## src/rtl/h80cpu_uart_tx.sv

```systemverilog
`default_nettype none
// ============================================================================
// Module   : h80cpu_uart_tx
// Brief    : IO-bus mapped 8N1 UART transmitter with a byte FIFO.
// Revision : 1.0
// ============================================================================
module h80cpu_uart_tx #(
    parameter int CLK_FREQ   = 27000000,
    parameter int BAUD       = 115200,
    parameter int FIFO_DEPTH = 16
) (
    input  logic        clk,
    input  logic        reset,
    input  logic [15:0] addr,
    input  logic [2:0]  cmd,
    input  logic        run,
    input  logic [15:0] wr_data,
    output logic [15:0] rd_data,
    output logic        done,
    output logic        txd
);

    localparam int c_DIV   = CLK_FREQ / BAUD;
    localparam int c_DIV_W = (c_DIV > 1) ? $clog2(c_DIV) : 1;
    localparam int c_PTR_W = $clog2(FIFO_DEPTH);
    localparam int c_CNT_W = c_PTR_W + 1;

    localparam logic [c_DIV_W-1:0] c_DIV_LAST = c_DIV_W'(c_DIV - 1);
    localparam logic [c_CNT_W-1:0] c_FULL     = c_CNT_W'(FIFO_DEPTH);

    // bus_cmd_t encoding shared with the rest of the IO bus
    localparam logic [2:0] c_CMD_READ_B  = 3'd1;
    localparam logic [2:0] c_CMD_READ_W  = 3'd2;
    localparam logic [2:0] c_CMD_WRITE_B = 3'd3;
    localparam logic [2:0] c_CMD_WRITE_W = 3'd4;

    localparam logic [15:0] c_ADDR_DATA   = 16'h0000;
    localparam logic [15:0] c_ADDR_STATUS = 16'h0002;

    localparam logic [1:0] c_ST_IDLE  = 2'd0;
    localparam logic [1:0] c_ST_START = 2'd1;
    localparam logic [1:0] c_ST_DATA  = 2'd2;
    localparam logic [1:0] c_ST_STOP  = 2'd3;

    logic [7:0]         r_mem [FIFO_DEPTH];
    logic [c_PTR_W-1:0] r_wptr;
    logic [c_PTR_W-1:0] r_rptr;
    logic [c_CNT_W-1:0] r_count;

    logic [1:0]         r_state;
    logic [c_DIV_W-1:0] r_div;
    logic [2:0]         r_bit;
    logic [7:0]         r_shift;
    logic               r_txd;

    logic               r_done;
    logic [15:0]        r_rd_data;

    logic w_pending;
    logic w_is_write;
    logic w_is_status;
    logic w_full;
    logic w_empty;
    logic w_busy;
    logic w_push;
    logic w_pop;
    logic w_complete;
    logic w_unused;

    assign w_pending   = run ^ r_done;
    assign w_is_write  = ((cmd == c_CMD_WRITE_B) || (cmd == c_CMD_WRITE_W)) && (addr == c_ADDR_DATA);
    assign w_is_status = ((cmd == c_CMD_READ_B) || (cmd == c_CMD_READ_W)) && (addr == c_ADDR_STATUS);
    assign w_full      = (r_count == c_FULL);
    assign w_empty     = (r_count == '0);
    assign w_busy      = !w_empty || (r_state != c_ST_IDLE);
    // A data write waits for space; everything else finishes on first sight.
    assign w_push      = w_pending && w_is_write && !w_full;
    assign w_complete  = w_pending && (!w_is_write || !w_full);
    assign w_pop       = (r_state == c_ST_IDLE) && !w_empty;
    assign w_unused    = &{1'b0, wr_data[15:8]};

    always_ff @(posedge clk) begin
        if (w_push) begin
            r_mem[r_wptr] <= wr_data[7:0];
        end
    end

    always_ff @(posedge clk) begin
        if (reset) begin
            r_wptr  <= '0;
            r_rptr  <= '0;
            r_count <= '0;
        end else begin
            if (w_push) begin
                r_wptr <= r_wptr + c_PTR_W'(1);
            end
            if (w_pop) begin
                r_rptr <= r_rptr + c_PTR_W'(1);
            end
            case ({w_push, w_pop})
                2'b10:   r_count <= r_count + c_CNT_W'(1);
                2'b01:   r_count <= r_count - c_CNT_W'(1);
                default: r_count <= r_count;
            endcase
        end
    end

    always_ff @(posedge clk) begin
        if (reset) begin
            r_done    <= 1'b0;
            r_rd_data <= 16'h0000;
        end else if (w_complete) begin
            r_done <= ~r_done;
            if (w_is_status) begin
                r_rd_data <= {14'b0, w_full, w_busy};
            end else if (!w_is_write) begin
                r_rd_data <= 16'h0000;
            end
        end
    end

    // txd is registered together with the state so it always matches it.
    always_ff @(posedge clk) begin
        if (reset) begin
            r_state <= c_ST_IDLE;
            r_txd   <= 1'b1;
            r_div   <= '0;
            r_bit   <= '0;
            r_shift <= '0;
        end else begin
            case (r_state)
                c_ST_IDLE: begin
                    r_txd <= 1'b1;
                    if (!w_empty) begin
                        r_shift <= r_mem[r_rptr];
                        r_txd   <= 1'b0;
                        r_div   <= '0;
                        r_state <= c_ST_START;
                    end
                end
                c_ST_START: begin
                    if (r_div == c_DIV_LAST) begin
                        r_div   <= '0;
                        r_bit   <= '0;
                        r_txd   <= r_shift[0];
                        r_state <= c_ST_DATA;
                    end else begin
                        r_div <= r_div + c_DIV_W'(1);
                    end
                end
                c_ST_DATA: begin
                    if (r_div == c_DIV_LAST) begin
                        r_div <= '0;
                        if (r_bit == 3'd7) begin
                            r_txd   <= 1'b1;
                            r_state <= c_ST_STOP;
                        end else begin
                            r_bit   <= r_bit + 3'd1;
                            r_shift <= {1'b0, r_shift[7:1]};
                            r_txd   <= r_shift[1];
                        end
                    end else begin
                        r_div <= r_div + c_DIV_W'(1);
                    end
                end
                c_ST_STOP: begin
                    if (r_div == c_DIV_LAST) begin
                        r_div   <= '0;
                        r_state <= c_ST_IDLE;
                    end else begin
                        r_div <= r_div + c_DIV_W'(1);
                    end
                end
                default: begin
                    r_txd   <= 1'b1;
                    r_state <= c_ST_IDLE;
                end
            endcase
        end
    end

    assign txd     = r_txd;
    assign done    = r_done;
    assign rd_data = r_rd_data;

endmodule
`default_nettype wire

```

## config.mk

```make
export PLATFORM = sky130hd
export DESIGN_NAME = h80cpu_uart_tx
export DESIGN_NICKNAME = d
export VERILOG_FILES = /design/src/rtl/h80cpu_uart_tx.sv
export SDC_FILE = /design/constraint.sdc
export NUM_CORES = 1
export LEC_CHECK = 0
export BUFFER_PORTS_ARGS = -buffer_cell sky130_fd_sc_hd__buf_2
export CAP_MARGIN = 20
export CORE_AREA = 2 2 114 116
export CTS_BUF_LIST = sky130_fd_sc_hd__clkbuf_4 sky130_fd_sc_hd__clkbuf_8
export CTS_CLUSTER_SIZE = 28
export DETAILED_ROUTE_END_ITERATION = 6
export DIE_AREA = 0 0 116 118
export HOLD_SLACK_MARGIN = 0.12
export PLACE_DENSITY = 0.79
export SYNTH_ARGS = -nofsm -noshare
export SYNTH_HDL_FRONTEND = slang
export SYNTH_SLANG_ARGS = --single-unit
```

## constraint.sdc

```tcl
create_clock -name clk -period 7.1 [get_ports clk]
set_clock_uncertainty 0.05 [all_clocks]
set_input_delay 0.71 -clock clk [delete_from_list [all_inputs] [get_ports clk]]
set_output_delay 0.71 -clock clk [all_outputs]
set_load 0.05 [all_outputs]
```

==> results.md <==
| Item | Value | Unit |
|:---|:---|:---|
| Final count of negative-setup-slack endpoints | 0 | - |
| Share of cells above drive strength 1 | 0.187 | - |
| Filler Cell Count | 919 | - |
| Post-synth top area share | 0.522 | - |
| Worst Max-Slew Pin Slew | 1.01 | ns |
| Residual antenna-violating net count after detailed routing | 0 | - |
| Antenna Diode Count | 0 | - |
| First-pass GRT wire length | 22.4 | mm |
| Number of standard-cell rows in the floorplan | 41 | - |
| CTS tree | built | - |
| EDFF count, synth | 128 | - |
| Number of hold-repair buffers added at the cts stage | 0 | - |
| Aggregate global-route resource usage | 0.220 | - |
| Initial antenna violation count | 0 | - |
| Overall Power | 1.84 | mW |
| Data required time at the worst endpoint | 7.44 | ns |
| Worst EP arrival | 3.51 | ns |
| Maximum net fanout on the critical path | 14 | - |
| Number of ports placed on the die boundary | 56 | - |
| HPWL reported at the end of detailed placement | 9.14 | mm |
| Final worst slack | 3.93 | ns |
| Gr ovfl total | 0 | - |
| Final total negative setup slack | 0 | ns |
| Max Clk Rate | 0.315 | GHz |
| Initial core utilization | 0.594 | - |
| Startpoint type of the worst setup path | register | - |
| Max rail drop VDD | 0.199 | mV |
| Number of clock buffers inserted by TritonCTS | 17 | - |
| Area enclosed by the die boundary | 13700 | um^2 |
| Number of optimization iterations in the first detailed-route pass | 5 | - |
| Primary flip-flop cell chosen by synthesis mapping | sky130_fd_sc_hd__edfxtp_1 | - |
| Area delta synth->final | 8.27 | % |
| Nets | 603 | - |
| Capturing element type of the critical path | register | - |
| Netlist cell types | 57 | - |
| Combinational cell fraction of total power | 0.060 | - |
| Die Wd | 116 | um |
| Uppermost layer routed | met4 | - |
| Period utilization | 0.447 | - |
| Power density over the cells | 231 | nW/um^2 |
| Multi-input combinational cell area | 2450 | um^2 |
| Max-capacitance violation count | 0 | - |
| Number of sinks handled by clock tree synthesis | 170 | - |
| FF/Latch Area | 4690 | um^2 |
| Detailed route wirelength on metal2 | 7.11 | mm |
| Net Sw Frac | 0.243 | - |
| Library cell occupying the most area in the post-synthesis netlist | sky130_fd_sc_hd__edfxtp_1 | - |
| Mean instance size in the synthesized netlist | 14.2 | um^2 |
| CTS Root Buffer Type | sky130_fd_sc_hd__clkbuf_8 | - |
| Routed length on met3 | 964 | um |
| Aggregate routed wire length | 14.2 | mm |
| Global placer's final weighted congestion | 0.815 | - |
| Number of slew-limit violations in the final report | 0 | - |
| Clock-pin transition on the worst setup and hold timing paths | 0.09 | ns |
| Result of the run | completed | - |
| Shortest period the worst path allows | 3.17 | ns |
| RSZ-0062 raised after global routing | no | - |
| Relative contribution of the clock network to total power | 0.354 | - |
| Seq/Total Area, Yosys | 0.636 | - |
| Relative slew margins | 0.324 | - |
| Pin count of the biggest net entering global routing | 47 | - |
| Sequential share of power | 0.586 | - |
| HP Class | register to register | - |
| Chip Height | 118 | um |
| Htree depth | 4 | - |
| Ranking of synthesized cells by area | sky130_fd_sc_hd__edfxtp_1 (52%), sky130_fd_sc_hd__dfxtp_1 (11%), sky130_fd_sc_hd__mux4_2 (7.3%) | - |
| Per-cell routed wire length | 19.4 | um |
| Total number of vias | 4443 | - |
| Leakage dissipation | 2.69 | nW |
| CORE AREA | 12400 | um^2 |
| Gate count of the mapped netlist | 520 | - |
| Longest Clk Path Bufs | 2 | - |
| Cell area after synthesis | 7370 | um^2 |
| DRT iter0 DRCs | 430 | - |
| Post CTS Setup Buffer Count | 0 | - |
| Length of routed wiring on met1 | 5.83 | mm |
| CP Class | register to register | - |
| Number of buffers added on ports | 33 | - |
| Final hold vios | 0 | - |
| Cell internal pwr | 1.39 | mW |
| Share of flip-flops with an asynchronous set or reset | 0 | - |
| Register bit total from synthesis | 170 | - |
| Residual DRC | 0 | - |
| Detailed-route vias per instance | 6.05 | - |
| Resized cells post-CTS | 0 | - |
| Via count of the first global-routing pass | 4358 | - |
| Total of warnings raised by yosys | 0 | - |
| Post-Place Worst Slack | 3.52 | ns |
| Net switching component of the power | 0.448 | mW |
| Clk_lat worst skew | 0.46 | ns |
worst max-delay path, stage by stage (launching register included):
cell and delay [ns]:
sky130_fd_sc_hd__dfxtp_1 0.40, sky130_fd_sc_hd__nor4_4 0.55, sky130_fd_sc_hd__a21oi_1 0.17, sky130_fd_sc_hd__and3_1 0.37, sky130_fd_sc_hd__inv_2 0.11, sky130_fd_sc_hd__ha_1 0.32
sky130_fd_sc_hd__xor2_1 0.11, sky130_fd_sc_hd__ha_1 0.19, sky130_fd_sc_hd__a21oi_1 0.26, sky130_fd_sc_hd__xor2_1 0.12, sky130_fd_sc_hd__or3_1 0.31, sky130_fd_sc_hd__a21oi_1 0.14
worst paths after layout:
kind              start         end  slack (ns)  cells after the start
max          r_count[1]  r_count[2]        3.93                     11
min          r_shift[5]  r_shift[5]        0.42                      2
max reg2reg  r_count[1]  r_count[2]        3.93                     11
min reg2reg  r_shift[5]  r_shift[5]        0.42                      2
cells in the mapped netlist (all sizes together), types with 11 or more instances:
| master | count |
|---|---|
| a21oi | 28 |
| buf | 29 |
| nor3 | 18 |
| dfxtp | 42 |
| clkbuf | 13 |
| nand3 | 11 |
| o21ai | 22 |
| ha | 16 |
| and3 | 11 |
| nor2b | 21 |
| mux4 | 26 |
| nor2 | 37 |
| edfxtp | 128 |
| nand2 | 20 |
through the flow:
stage               std cells   util  hold WS (ns)  instance area [um^2]
CTS                       734  0.643         0.411                  7980
global route              734  0.643         0.426                  7980
finish                    734  0.643         0.417                  7980
detailed placement        702  0.612         0.399                  7600
floorplan                 533      -         0.382                  7420
global placement          701  0.611         0.389                  7590
area by class of cell:
cell class,count,area share
clock inverter,14,0.0174
clock buffer,18,0.0303
tap,172,0.0270
multi-input combinational,312,0.307
timing repair buffer,40,0.0273
sequential,170,0.587
inverter,8,0.00376
layer usage:
metal  GRT usage  up-vias
li1            -     2027
met1       0.290     2177
met2       0.351      209
met3      0.0561       30
met4      0.0878        0
met5           0        -
layout by cell type, fill, tap and decap left out, types with 4 or more instances in the layout:
| cell type | Yosys | final |
|---|---|---|
| sky130_fd_sc_hd__a2111oi_0 | 7 | 7 |
| sky130_fd_sc_hd__a21oi_1 | 27 | 27 |
| sky130_fd_sc_hd__a221o_1 | 7 | 7 |
| sky130_fd_sc_hd__a22oi_1 | 4 | 4 |
| sky130_fd_sc_hd__and3_1 | 11 | 11 |
| sky130_fd_sc_hd__buf_2 | 10 | 33 |
| sky130_fd_sc_hd__buf_4 | 14 | 7 |
| sky130_fd_sc_hd__clkbuf_8 | 0 | 17 |
| sky130_fd_sc_hd__clkinv_4 | 0 | 4 |
| sky130_fd_sc_hd__conb_1 | 1 | 14 |
| sky130_fd_sc_hd__dfxtp_1 | 42 | 41 |
| sky130_fd_sc_hd__edfxtp_1 | 128 | 128 |
| sky130_fd_sc_hd__ha_1 | 16 | 16 |
| sky130_fd_sc_hd__inv_1 | 7 | 7 |
| sky130_fd_sc_hd__inv_6 | 0 | 4 |
| sky130_fd_sc_hd__mux2_1 | 8 | 8 |
| sky130_fd_sc_hd__mux2i_1 | 6 | 6 |
| sky130_fd_sc_hd__mux4_2 | 24 | 24 |
| sky130_fd_sc_hd__nand2_1 | 20 | 20 |
| sky130_fd_sc_hd__nand2b_1 | 4 | 4 |
| sky130_fd_sc_hd__nand3_1 | 10 | 10 |
| sky130_fd_sc_hd__nand4_1 | 4 | 4 |
| sky130_fd_sc_hd__nor2_1 | 37 | 37 |
| sky130_fd_sc_hd__nor2b_1 | 18 | 18 |
| sky130_fd_sc_hd__nor3_1 | 18 | 18 |
| sky130_fd_sc_hd__o21ai_0 | 5 | 5 |
| sky130_fd_sc_hd__o21ai_1 | 17 | 17 |
| sky130_fd_sc_hd__xnor2_1 | 6 | 6 |
| sky130_fd_sc_hd__xor2_1 | 6 | 6 |
power groups by stage:
| stage | clock network (mW) | logic, mW | registers [mW] |
|---|---|---|---|
| floorplan | 0 | 0.0749 | 1.11 |
| global placement | 0 | 0.105 | 1.10 |
| CTS | 0.660 | 0.109 | 1.08 |
| finish | 0.651 | 0.111 | 1.08 |
| global route | 0.700 | 0.121 | 1.08 |
| detailed placement | 0 | 0.109 | 1.10 |
sequential cells by signal, summed over array words and instances, names as in the netlist, named ones only:
signal / count
r_bit: 3
txd: 1
r_rptr: 4
r_shift: 8
r_div: 8
r_mem: 128
r_state: 2
rd_data: 2
done: 1
r_wptr: 4
r_count: 5
kinds of logic (layout without fill, tap and decap cells):
| logic type | Yosys count | after routing | share of synthesized area |
|---|---|---|---|
| buffers and inverters | 51 | 80 | 0.0385 |
| flip-flops | 170 | 170 | 0.636 |
| adder cells (fa/ha/maj) | 16 | 16 | 0.0272 |
| AO/OA/AOI/OAI | 84 | 84 | 0.0747 |
| AND/OR/NAND/NOR | 146 | 146 | 0.108 |
| other | 1 | 14 | 0.000509 |
| XOR/XNOR | 12 | 12 | 0.0143 |
| multiplexers | 40 | 40 | 0.101 |
(Power assumes the default switching activity.)
